[config.mk]
export PLATFORM = sky130hd
export DESIGN_NAME = uart_cmd_interface_flat
export DESIGN_NICKNAME = d
export VERILOG_FILES = /design/src/rtl/uart_cmd_interface_if.sv /design/src/rtl/uart_cmd_interface.sv /design/src/flat_wrapper.sv
export SDC_FILE = /design/constraint.sdc
export NUM_CORES = 1
export LEC_CHECK = 0
export ABC_AREA = 1
export CAP_MARGIN = 25
export CORE_UTILIZATION = 48
export CTS_CLUSTER_SIZE = 8
export DETAILED_ROUTE_END_ITERATION = 12
export PLACE_DENSITY = 0.85
export SYNTH_ARGS = -nofsm -noshare
export SYNTH_HDL_FRONTEND = slang
export SYNTH_SLANG_ARGS = --single-unit
[constraint.sdc]
create_clock -name clk -period 1.5 [get_ports clk]
set_input_delay 0.225 -clock clk [delete_from_list [all_inputs] [get_ports clk]]
set_output_delay 0.225 -clock clk [all_outputs]
set_load 0.1 [all_outputs]
[src/rtl/uart_cmd_interface_if.sv]
// Command bus between the UART byte streams, the ALU and the command decoder.
// The decoder connects through the slave modport; the UART/ALU side connects through master.
interface uart_cmd_interface_if #(
    parameter int unsigned NB_BYTE = 8,
    parameter int unsigned NB_DATA = 16,
    parameter int unsigned NB_OP   = 6
);
    logic [NB_BYTE-1:0] i_rx;
    logic               i_rxDone;
    logic               i_tx_done;
    logic [NB_DATA-1:0] i_alu_result;
    logic [NB_DATA-1:0] o_data_a;
    logic [NB_DATA-1:0] o_data_b;
    logic [NB_OP-1:0]   o_op;
    logic [NB_BYTE-1:0] o_tx_data;
    logic               o_tx_start;
    logic               o_error;
    logic               o_busy;

    modport master (
        output i_rx, i_rxDone, i_tx_done, i_alu_result,
        input  o_data_a, o_data_b, o_op, o_tx_data, o_tx_start, o_error, o_busy
    );

    modport slave (
        input  i_rx, i_rxDone, i_tx_done, i_alu_result,
        output o_data_a, o_data_b, o_op, o_tx_data, o_tx_start, o_error, o_busy
    );
endinterface

[src/rtl/uart_cmd_interface.sv]
// Header+payload command decoder: loads ALU operands/opcode from UART RX bytes and
// streams a snapshot of the ALU result back over TX, LSB byte first.
module uart_cmd_interface #(
    parameter int unsigned NB_BYTE    = 8,
    parameter int unsigned NB_DATA    = 16,
    parameter int unsigned NB_OP      = 6,
    parameter int unsigned NB_TIMEOUT = 16,
    parameter int unsigned TIMEOUT    = 50000
) (
    input logic                  clk,
    input logic                  i_rst_n,
    uart_cmd_interface_if.slave  bus
);
    localparam int unsigned NBYTES = NB_DATA / NB_BYTE;
    localparam int unsigned CntW   = $clog2(NBYTES + 1);

    localparam logic [NB_BYTE-1:0]    HdrA    = NB_BYTE'(8'h08);
    localparam logic [NB_BYTE-1:0]    HdrB    = NB_BYTE'(8'h10);
    localparam logic [NB_BYTE-1:0]    HdrOp   = NB_BYTE'(8'h20);
    localparam logic [NB_BYTE-1:0]    HdrRd   = NB_BYTE'(8'h40);
    localparam logic [NB_TIMEOUT-1:0] ToutMax = NB_TIMEOUT'(TIMEOUT - 1);
    localparam logic [CntW-1:0]       LastIdx = CntW'(NBYTES - 1);

    typedef enum logic [1:0] {StIdle, StPayload, StSend, StWaitTx} state_e;
    typedef enum logic [1:0] {TgtA, TgtB, TgtOp} target_e;

    state_e                state_q, state_d;
    target_e               target_q, target_d;
    logic [CntW-1:0]       cnt_q, cnt_d;
    logic [NB_TIMEOUT-1:0] tout_q, tout_d;
    logic [NB_DATA-1:0]    shadow_q, shadow_d;
    logic [NB_DATA-1:0]    snap_q, snap_d;
    logic [NB_DATA-1:0]    data_a_q, data_a_d;
    logic [NB_DATA-1:0]    data_b_q, data_b_d;
    logic [NB_OP-1:0]      op_q, op_d;
    logic [NB_BYTE-1:0]    tx_data_q, tx_data_d;
    logic                  tx_start_q, tx_start_d;
    logic                  error_q, error_d;

    // New byte enters at the top so the first (least significant) byte ends up at the bottom.
    logic [NB_BYTE+NB_DATA-1:0] shift_cat;
    logic [NB_DATA-1:0]         shifted;
    logic [NB_DATA-1:0]         snap_shift;
    logic [CntW-1:0]            last_idx;

    assign shift_cat  = {bus.i_rx, shadow_q};
    assign shifted    = shift_cat[NB_BYTE+NB_DATA-1:NB_BYTE];
    assign snap_shift = snap_q >> (NB_BYTE * int'(cnt_q));
    assign last_idx   = (target_q == TgtOp) ? '0 : LastIdx;

    always_comb begin
        state_d    = state_q;
        target_d   = target_q;
        cnt_d      = cnt_q;
        tout_d     = tout_q;
        shadow_d   = shadow_q;
        snap_d     = snap_q;
        data_a_d   = data_a_q;
        data_b_d   = data_b_q;
        op_d       = op_q;
        tx_data_d  = tx_data_q;
        tx_start_d = 1'b0;
        error_d    = 1'b0;

        case (state_q)
            StIdle: begin
                if (bus.i_rxDone) begin
                    cnt_d    = '0;
                    tout_d   = '0;
                    shadow_d = '0;
                    case (bus.i_rx)
                        HdrA:    begin target_d = TgtA;  state_d = StPayload; end
                        HdrB:    begin target_d = TgtB;  state_d = StPayload; end
                        HdrOp:   begin target_d = TgtOp; state_d = StPayload; end
                        HdrRd:   begin snap_d = bus.i_alu_result; state_d = StSend; end
                        default: error_d = 1'b1;
                    endcase
                end
            end
            StPayload: begin
                if (bus.i_rxDone) begin
                    tout_d   = '0;
                    shadow_d = shifted;
                    cnt_d    = cnt_q + CntW'(1);
                    if (cnt_q == last_idx) begin
                        case (target_q)
                            TgtA:    data_a_d = shifted;
                            TgtB:    data_b_d = shifted;
                            default: op_d     = bus.i_rx[NB_OP-1:0];
                        endcase
                        shadow_d = '0;
                        state_d  = StIdle;
                    end
                end else if (tout_q == ToutMax) begin
                    error_d  = 1'b1;
                    shadow_d = '0;
                    state_d  = StIdle;
                end else begin
                    tout_d = tout_q + NB_TIMEOUT'(1);
                end
            end
            StSend: begin
                tx_start_d = 1'b1;
                tx_data_d  = snap_shift[NB_BYTE-1:0];
                error_d    = bus.i_rxDone;
                state_d    = StWaitTx;
            end
            StWaitTx: begin
                error_d = bus.i_rxDone;
                if (bus.i_tx_done) begin
                    cnt_d   = cnt_q + CntW'(1);
                    state_d = (cnt_q == LastIdx) ? StIdle : StSend;
                end
            end
            default: state_d = StIdle;
        endcase
    end

    always_ff @(posedge clk or negedge i_rst_n) begin
        if (!i_rst_n) begin
            state_q    <= StIdle;
            target_q   <= TgtA;
            cnt_q      <= '0;
            tout_q     <= '0;
            shadow_q   <= '0;
            snap_q     <= '0;
            data_a_q   <= '0;
            data_b_q   <= '0;
            op_q       <= '0;
            tx_data_q  <= '0;
            tx_start_q <= 1'b0;
            error_q    <= 1'b0;
        end else begin
            state_q    <= state_d;
            target_q   <= target_d;
            cnt_q      <= cnt_d;
            tout_q     <= tout_d;
            shadow_q   <= shadow_d;
            snap_q     <= snap_d;
            data_a_q   <= data_a_d;
            data_b_q   <= data_b_d;
            op_q       <= op_d;
            tx_data_q  <= tx_data_d;
            tx_start_q <= tx_start_d;
            error_q    <= error_d;
        end
    end

    assign bus.o_data_a   = data_a_q;
    assign bus.o_data_b   = data_b_q;
    assign bus.o_op       = op_q;
    assign bus.o_tx_data  = tx_data_q;
    assign bus.o_tx_start = tx_start_q;
    assign bus.o_error    = error_q;
    assign bus.o_busy     = (state_q != StIdle);
endmodule

[src/flat_wrapper.sv]
// flat-port wrapper written by rule: the top's interface ports become plain ports
module uart_cmd_interface_flat 
#(
    parameter int unsigned NB_BYTE    = 8,
    parameter int unsigned NB_DATA    = 16,
    parameter int unsigned NB_OP      = 6,
    parameter int unsigned NB_TIMEOUT = 16,
    parameter int unsigned TIMEOUT    = 50000
)
  (clk, i_rst_n, bus_i_rx, bus_i_rxDone, bus_i_tx_done, bus_i_alu_result, bus_o_data_a, bus_o_data_b, bus_o_op, bus_o_tx_data, bus_o_tx_start, bus_o_error, bus_o_busy);
  uart_cmd_interface_if #(.NB_BYTE(NB_BYTE), .NB_DATA(NB_DATA), .NB_OP(NB_OP)) bus_i ();
  input logic clk;
  input logic i_rst_n;
  input wire logic [$bits(bus_i.i_rx)-1:0] bus_i_rx;
  input wire logic [$bits(bus_i.i_rxDone)-1:0] bus_i_rxDone;
  input wire logic [$bits(bus_i.i_tx_done)-1:0] bus_i_tx_done;
  input wire logic [$bits(bus_i.i_alu_result)-1:0] bus_i_alu_result;
  output wire logic [$bits(bus_i.o_data_a)-1:0] bus_o_data_a;
  output wire logic [$bits(bus_i.o_data_b)-1:0] bus_o_data_b;
  output wire logic [$bits(bus_i.o_op)-1:0] bus_o_op;
  output wire logic [$bits(bus_i.o_tx_data)-1:0] bus_o_tx_data;
  output wire logic [$bits(bus_i.o_tx_start)-1:0] bus_o_tx_start;
  output wire logic [$bits(bus_i.o_error)-1:0] bus_o_error;
  output wire logic [$bits(bus_i.o_busy)-1:0] bus_o_busy;
  assign bus_i.i_rx = bus_i_rx;
  assign bus_i.i_rxDone = bus_i_rxDone;
  assign bus_i.i_tx_done = bus_i_tx_done;
  assign bus_i.i_alu_result = bus_i_alu_result;
  assign bus_o_data_a = bus_i.o_data_a;
  assign bus_o_data_b = bus_i.o_data_b;
  assign bus_o_op = bus_i.o_op;
  assign bus_o_tx_data = bus_i.o_tx_data;
  assign bus_o_tx_start = bus_i.o_tx_start;
  assign bus_o_error = bus_i.o_error;
  assign bus_o_busy = bus_i.o_busy;
  uart_cmd_interface #(.NB_BYTE(NB_BYTE), .NB_DATA(NB_DATA), .NB_OP(NB_OP), .NB_TIMEOUT(NB_TIMEOUT), .TIMEOUT(TIMEOUT)) u_core (.clk(clk), .i_rst_n(i_rst_n), .bus(bus_i));
endmodule
* Yosys cells after proc, flatten, opt, wreduce, memory -nomap -nowiden
Cells that the tools add are included.
Cells by class: mux-type cells 28, shifts and indexed selects 1, add/subtract/negate cells 2, reduce and logical (&&, ||, !) cells 19, equal/unequal tests 19, bitwise operators 1
Operators with widths (count):
- $mux 16 | 6
- $pmux 16 s2 | 2
- $mux 2 | 9
- $add 16x1->16 const B | 1
- $eq 16x16->1 const B | 1
- $reduce_and 4->1 | 4
- $shr 16x5->8 | 1
- $pmux 2 s3 | 2
- $reduce_and 3->1 | 4
- $eq 8x4->1 const B | 1
- $eq 8x5->1 const B | 1
- $eq 8x6->1 const B | 1
- $eq 8x7->1 const B | 1
- $pmux 2 s4 | 1
- $eq 2x1->1 const B | 3
- $eq 2x2->1 const B | 3
- $mux 1 | 6
- $ne 2x2->1 const B | 3
- $ne 3x2->1 const B | 2
- $ne 3x3->1 const B | 2
- $reduce_bool 3->1 | 2
- $reduce_and 5->1 | 1
- $logic_not 2->1 | 2
- $pmux 2 s2 | 1
- 8 further kinds | 10
Word-level totals: output and inout port bits 49, flip-flop bits (word level) 102, input port bits 28

* Logic depth before layout (Yosys ltp)
word-level depth 6, gate-level depth with buffers 11, gate-level depth less buffers 10

* Least setup slack after synthesis
No wires, ideal clock.
kind reg2reg, start point register u_core.state_q[0], end point register u_core.snap_q[10], setup time 0.125 ns, arrival 1.570 ns, required time 1.375 ns, cell stages (with the launch flop) 8, slack -0.195 ns, buffers on the path 2, cell sequence dfrtp_1 -> buf_6 -> nor2_2 -> inv_2 -> nor2_4 -> nand2_4 -> buf_6 -> mux2_4
On the way: longest elaborated chain between the ends 2
RTL lines:
- from (decl) | line uart_cmd_interface.sv:27 | state_e state_q, state_d;
- from (signal assigned) | line uart_cmd_interface.sv:121 | state_q <= StIdle;
- from (signal assigned) | line uart_cmd_interface.sv:134 | state_q <= state_d;
- $logic_not 2->1 | line uart_cmd_interface.sv:65 | case (state_q)
- $reduce_and 3->1 (no line)
- to (signal assigned) | line uart_cmd_interface.sv:139 | snap_q <= snap_d;
- to (decl) | line uart_cmd_interface.sv:32 | logic [NB_DATA-1:0] snap_q, snap_d;
No other way between the ends. A chain may end at the register's enable or synchronous reset.

* Worst setup path after layout
start point input port bus_i_rx[4], end point register u_core.error_q, in the netlist u_core.bus.o_error
On the way: longest elaborated chain between the ends 5, elaborated cells on any way between the ends 8
RTL lines:
- from (decl) | line flat_wrapper.sv:14 | input wire logic [$bits(bus_i.i_rx)-1:0] bus_i_rx;
- $eq 8x4->1 (tied with other cells) | line uart_cmd_interface.sv:71 | case (bus.i_rx)
- $reduce_or 4->1 (no line) (*)
- $mux 1 (*) | line uart_cmd_interface.sv:71
- $mux 1 (*) | line uart_cmd_interface.sv:67 | if (bus.i_rxDone) begin
- $pmux 1 s3 (*) | line uart_cmd_interface.sv:65
- via u_core.error_d | line uart_cmd_interface.sv:38 | logic error_q, error_d;
- to (signal assigned) | line uart_cmd_interface.sv:145 | error_q <= error_d;
- to (decl) | line uart_cmd_interface.sv:38
Mark *: on every way through the listed nets, which the timed path passes. The rest lies on a longest branch.

==> results.md <==
* Status: finished, violations left
* Switching part of the total at 45.6%
* Clock buffer depth at 2
* Area of the core at 8890 sq um
* # H-tree levels at 3
* Finished Cell Area at around 6600 sq um
* TritonCTS clock tree: yes
* Seq pwr share at 34.7%
* Clock skew at between 0.01 and 0.015 ns
* Crit share post-route at 106%
* Clk sink count at 94
* I/O Pins at 77
* NumNets Final at 633
* Final setup viols at 54
* All-Layer GR Usage at between 20% and 30%
* Peak VDD IR at between 0.9 and 1 mV
* Setup crit end kind: flop
* Max_slew headroom at 67.4%
* RSZ-0062 raised after global routing: true
* LEAKAGE at 3.05 nW
* Post-Route Hold Slack at around 0.34 ns
* Initial DRC count at 236
* DR WL/cell at 20.0 um
* Initial antenna violation count at 0
* Antenna-violating nets left at 0
* Vias in the first global route at between 4,000 and 5,000
* Area growth, synth to finish at 47.3%
* Fin. Hold Viols at 0
* Layout cells sized above 1 at 37.7%
* Avg Cell Area, Syn at 9.46 sq um
* Gpl congestion at 0.880
* Starting Density at between 50 and 60%
* Worst Setup Slack, final at -0.0972 ns
* PortBufs at 76
* Reg2reg setup slack at -0.09 ns
* Cts bufs inserted at 9
* Net count after synthesis at 504
* Pwr Total at 9.39 mW
* Die X at 98.7 um
* Clock Latency Late Sink at 0.38 ns
* Post-DP HPWL at 9020 um
* Failing checks: negative setup slack
* Yosys reg bits at 94
* Crit path kind: primary input to flop
* Antenna diodes at 0
* Crit path DAT at 1.83 ns
* Core Rows at 34
* Worst reg2reg startpoint: u_core.target_q[1]
* Comb power frac at 47.9%
* Syn Inst Count at 474
* Int Power at 5.11 mW
* Power density cells at 1420 nW/um^2
* Synth warn at 0
* Layout Cells excl Fill at around 720
* DP Area at 6170 sq um
* Slew Limit Fails at 0
* Most frequent cells in the layout: nand2_1 (112), dfrtp_1 (86), buf_12 (53)
* Least-Margin Pin Slew at 0.490 ns
* Startpoint Class: primary input
* Max_cap viols at 0
* Die Ht at a little under 100 um
* Routed vias at 4,151
* DRC viols at 0
* CP Max Fanout at 4
* Clk pwr share at between 10% and 20%
* TNS Setup at -1.09 ns
* Die area at 9730 sq um
* Worst Setup SP: bus_i_rx[4]
* Register area share after synthesis at 52.5%
* Overflow after GRT at 0
* Synth unique cells at 35
* Mapped cell area at 4480 sq um
* TritonRoute pass-1 iters at 5
* Commonest non-fill, non-tap cell in the layout: nand2_1
* DR vias/cell at 5.80
* Largest net degree at the start of global routing at 34
* First-pass GRT wire length at 21,000 um
* Sw Pwr at 4.28 mW
* Max Fclk at ~0.63 GHz
* R2R depth at 6
* Placed cells at 691
* Clock root buffer: clkbuf_8
* Worst Path Required at 1.74 ns
* Routed wire length at 14,300 um
* Min Tclk post-route at 1.60 ns
* HP Class: primary input to async pin
* Reg clk slew, reported paths at 0.10 ns
## cells by family (layout without fill, tap and decap cells)
group                      Yosys count  after routing  share of synthesized area (%)
AOI/OAI and AO/OA                   85             85                           12.2
xor gates and xnor gates             3              3                          0.586
adders and majority gates            2              2                          0.558
buffers and inverters               63            197                           7.06
DFF                                 94             94                           52.5
muxes                               24             24                           6.64
and+or+nand+nor                    203            203                           20.5
## critical path, cell delays in order
cell	delay [ns]
clkdlybuf4s50_1	0.44
nor2_2	0.19
nand3_1	0.16
nor2_4	0.20
buf_4	0.17
nor2_2	0.05
nand3_2	0.12
nand2_1	0.10
nand2_1	0.07
nand2_1	0.11
## registers in the layout (all words and copies together) (netlist names)
| register | count |
|---|---|
| u_core.bus.o_data_a | 16 |
| u_core.bus.o_data_b | 16 |
| u_core.snap_q | 16 |
| u_core.tout_q | 16 |
| u_core.bus.o_tx_data | 8 |
| u_core.shadow_q | 8 |
| u_core.bus.o_op | 6 |
| u_core.cnt_q | 2 |
| u_core.state_q | 2 |
| u_core.target_q | 2 |
| u_core.bus.o_error | 1 |
| u_core.bus.o_tx_start | 1 |
## power by group through the flow
stage | clock [mW] | combinational [mW] | sequential, mW
final | 1.64 | 4.49 | 3.26
after global routing | 1.74 | 4.65 | 3.27
after CTS | 1.61 | 4.20 | 3.20
after detailed placement | 0 | 4.14 | 3.24
after global placement | 0 | 4.02 | 3.22
after floorplan | 0 | 1.27 | 4.44
## synthesized netlist by cell type, drive strengths merged
cell type,instances,area (sq um)
nand3,29,163
a21boi,1,11.3
nor3,4,36.3
clkbuf,3,15.0
ha,2,25.0
buf,13,125
mux2i,8,80.1
nand4,8,50.1
xor2,3,26.3
o21bai,1,7.51
nand2,119,459
mux2,16,218
a21oi,9,45.0
dfrtp,94,2350
o22ai,9,56.3
inv,47,176
nand3b,2,15.0
nor2,41,194
a21o,1,7.51
o21ai,64,422
## worst paths after layout
path,endpoint
worst max-delay path,u_core.bus.o_error
worst min-delay path,u_core.bus.o_data_b[11]
worst max register to register,u_core.bus.o_data_a[12]
worst min register to register,u_core.snap_q[2]
max in group asynchronous,u_core.bus.o_data_b[14]
min in group clk,u_core.bus.o_data_b[8]
## metal layers
| layer | vias to the layer above | track usage (%) | share of wire (%) |
|---|---|---|---|
| li1 | 1809 | - | - |
| met1 | 2036 | 33.8 | 36 |
| met2 | 243 | 50.3 | 53 |
| met3 | 63 | 4.18 | 6.9 |
| met4 | 0 | 13.5 | 4.6 |
| met5 | - | 0 | 0 |
## cell type report
type                            instances  area, sq um
Inverter                               47          184
Sequential cell                        94         2360
Fill cell                             517         2290
Clock inverter                          5         43.8
Timing Repair Buffer                  134         1750
Multi-Input combinational cell        317         1990
Tap cell                              108          135
Clock buffer                           11          141
## through the flow
stage	setup slack (ns)	util [%]
floorplan	-0.0426	-
global route	-0.151	74.3
detailed placement	-0.373	69.4
CTS	0.00232	71.7
global placement	-0.242	69.4
finish	-0.0972	74.3
## what timing repair did
item                                    CTS  global route
setup buffers                             1             8
hold buffers                              1             0
endpoints found under the hold margin    29             0
gates resized for setup                   5            50
pin swaps                                 1             7
endpoints found under the setup margin   12            82
(Power assumes the default switching activity.)
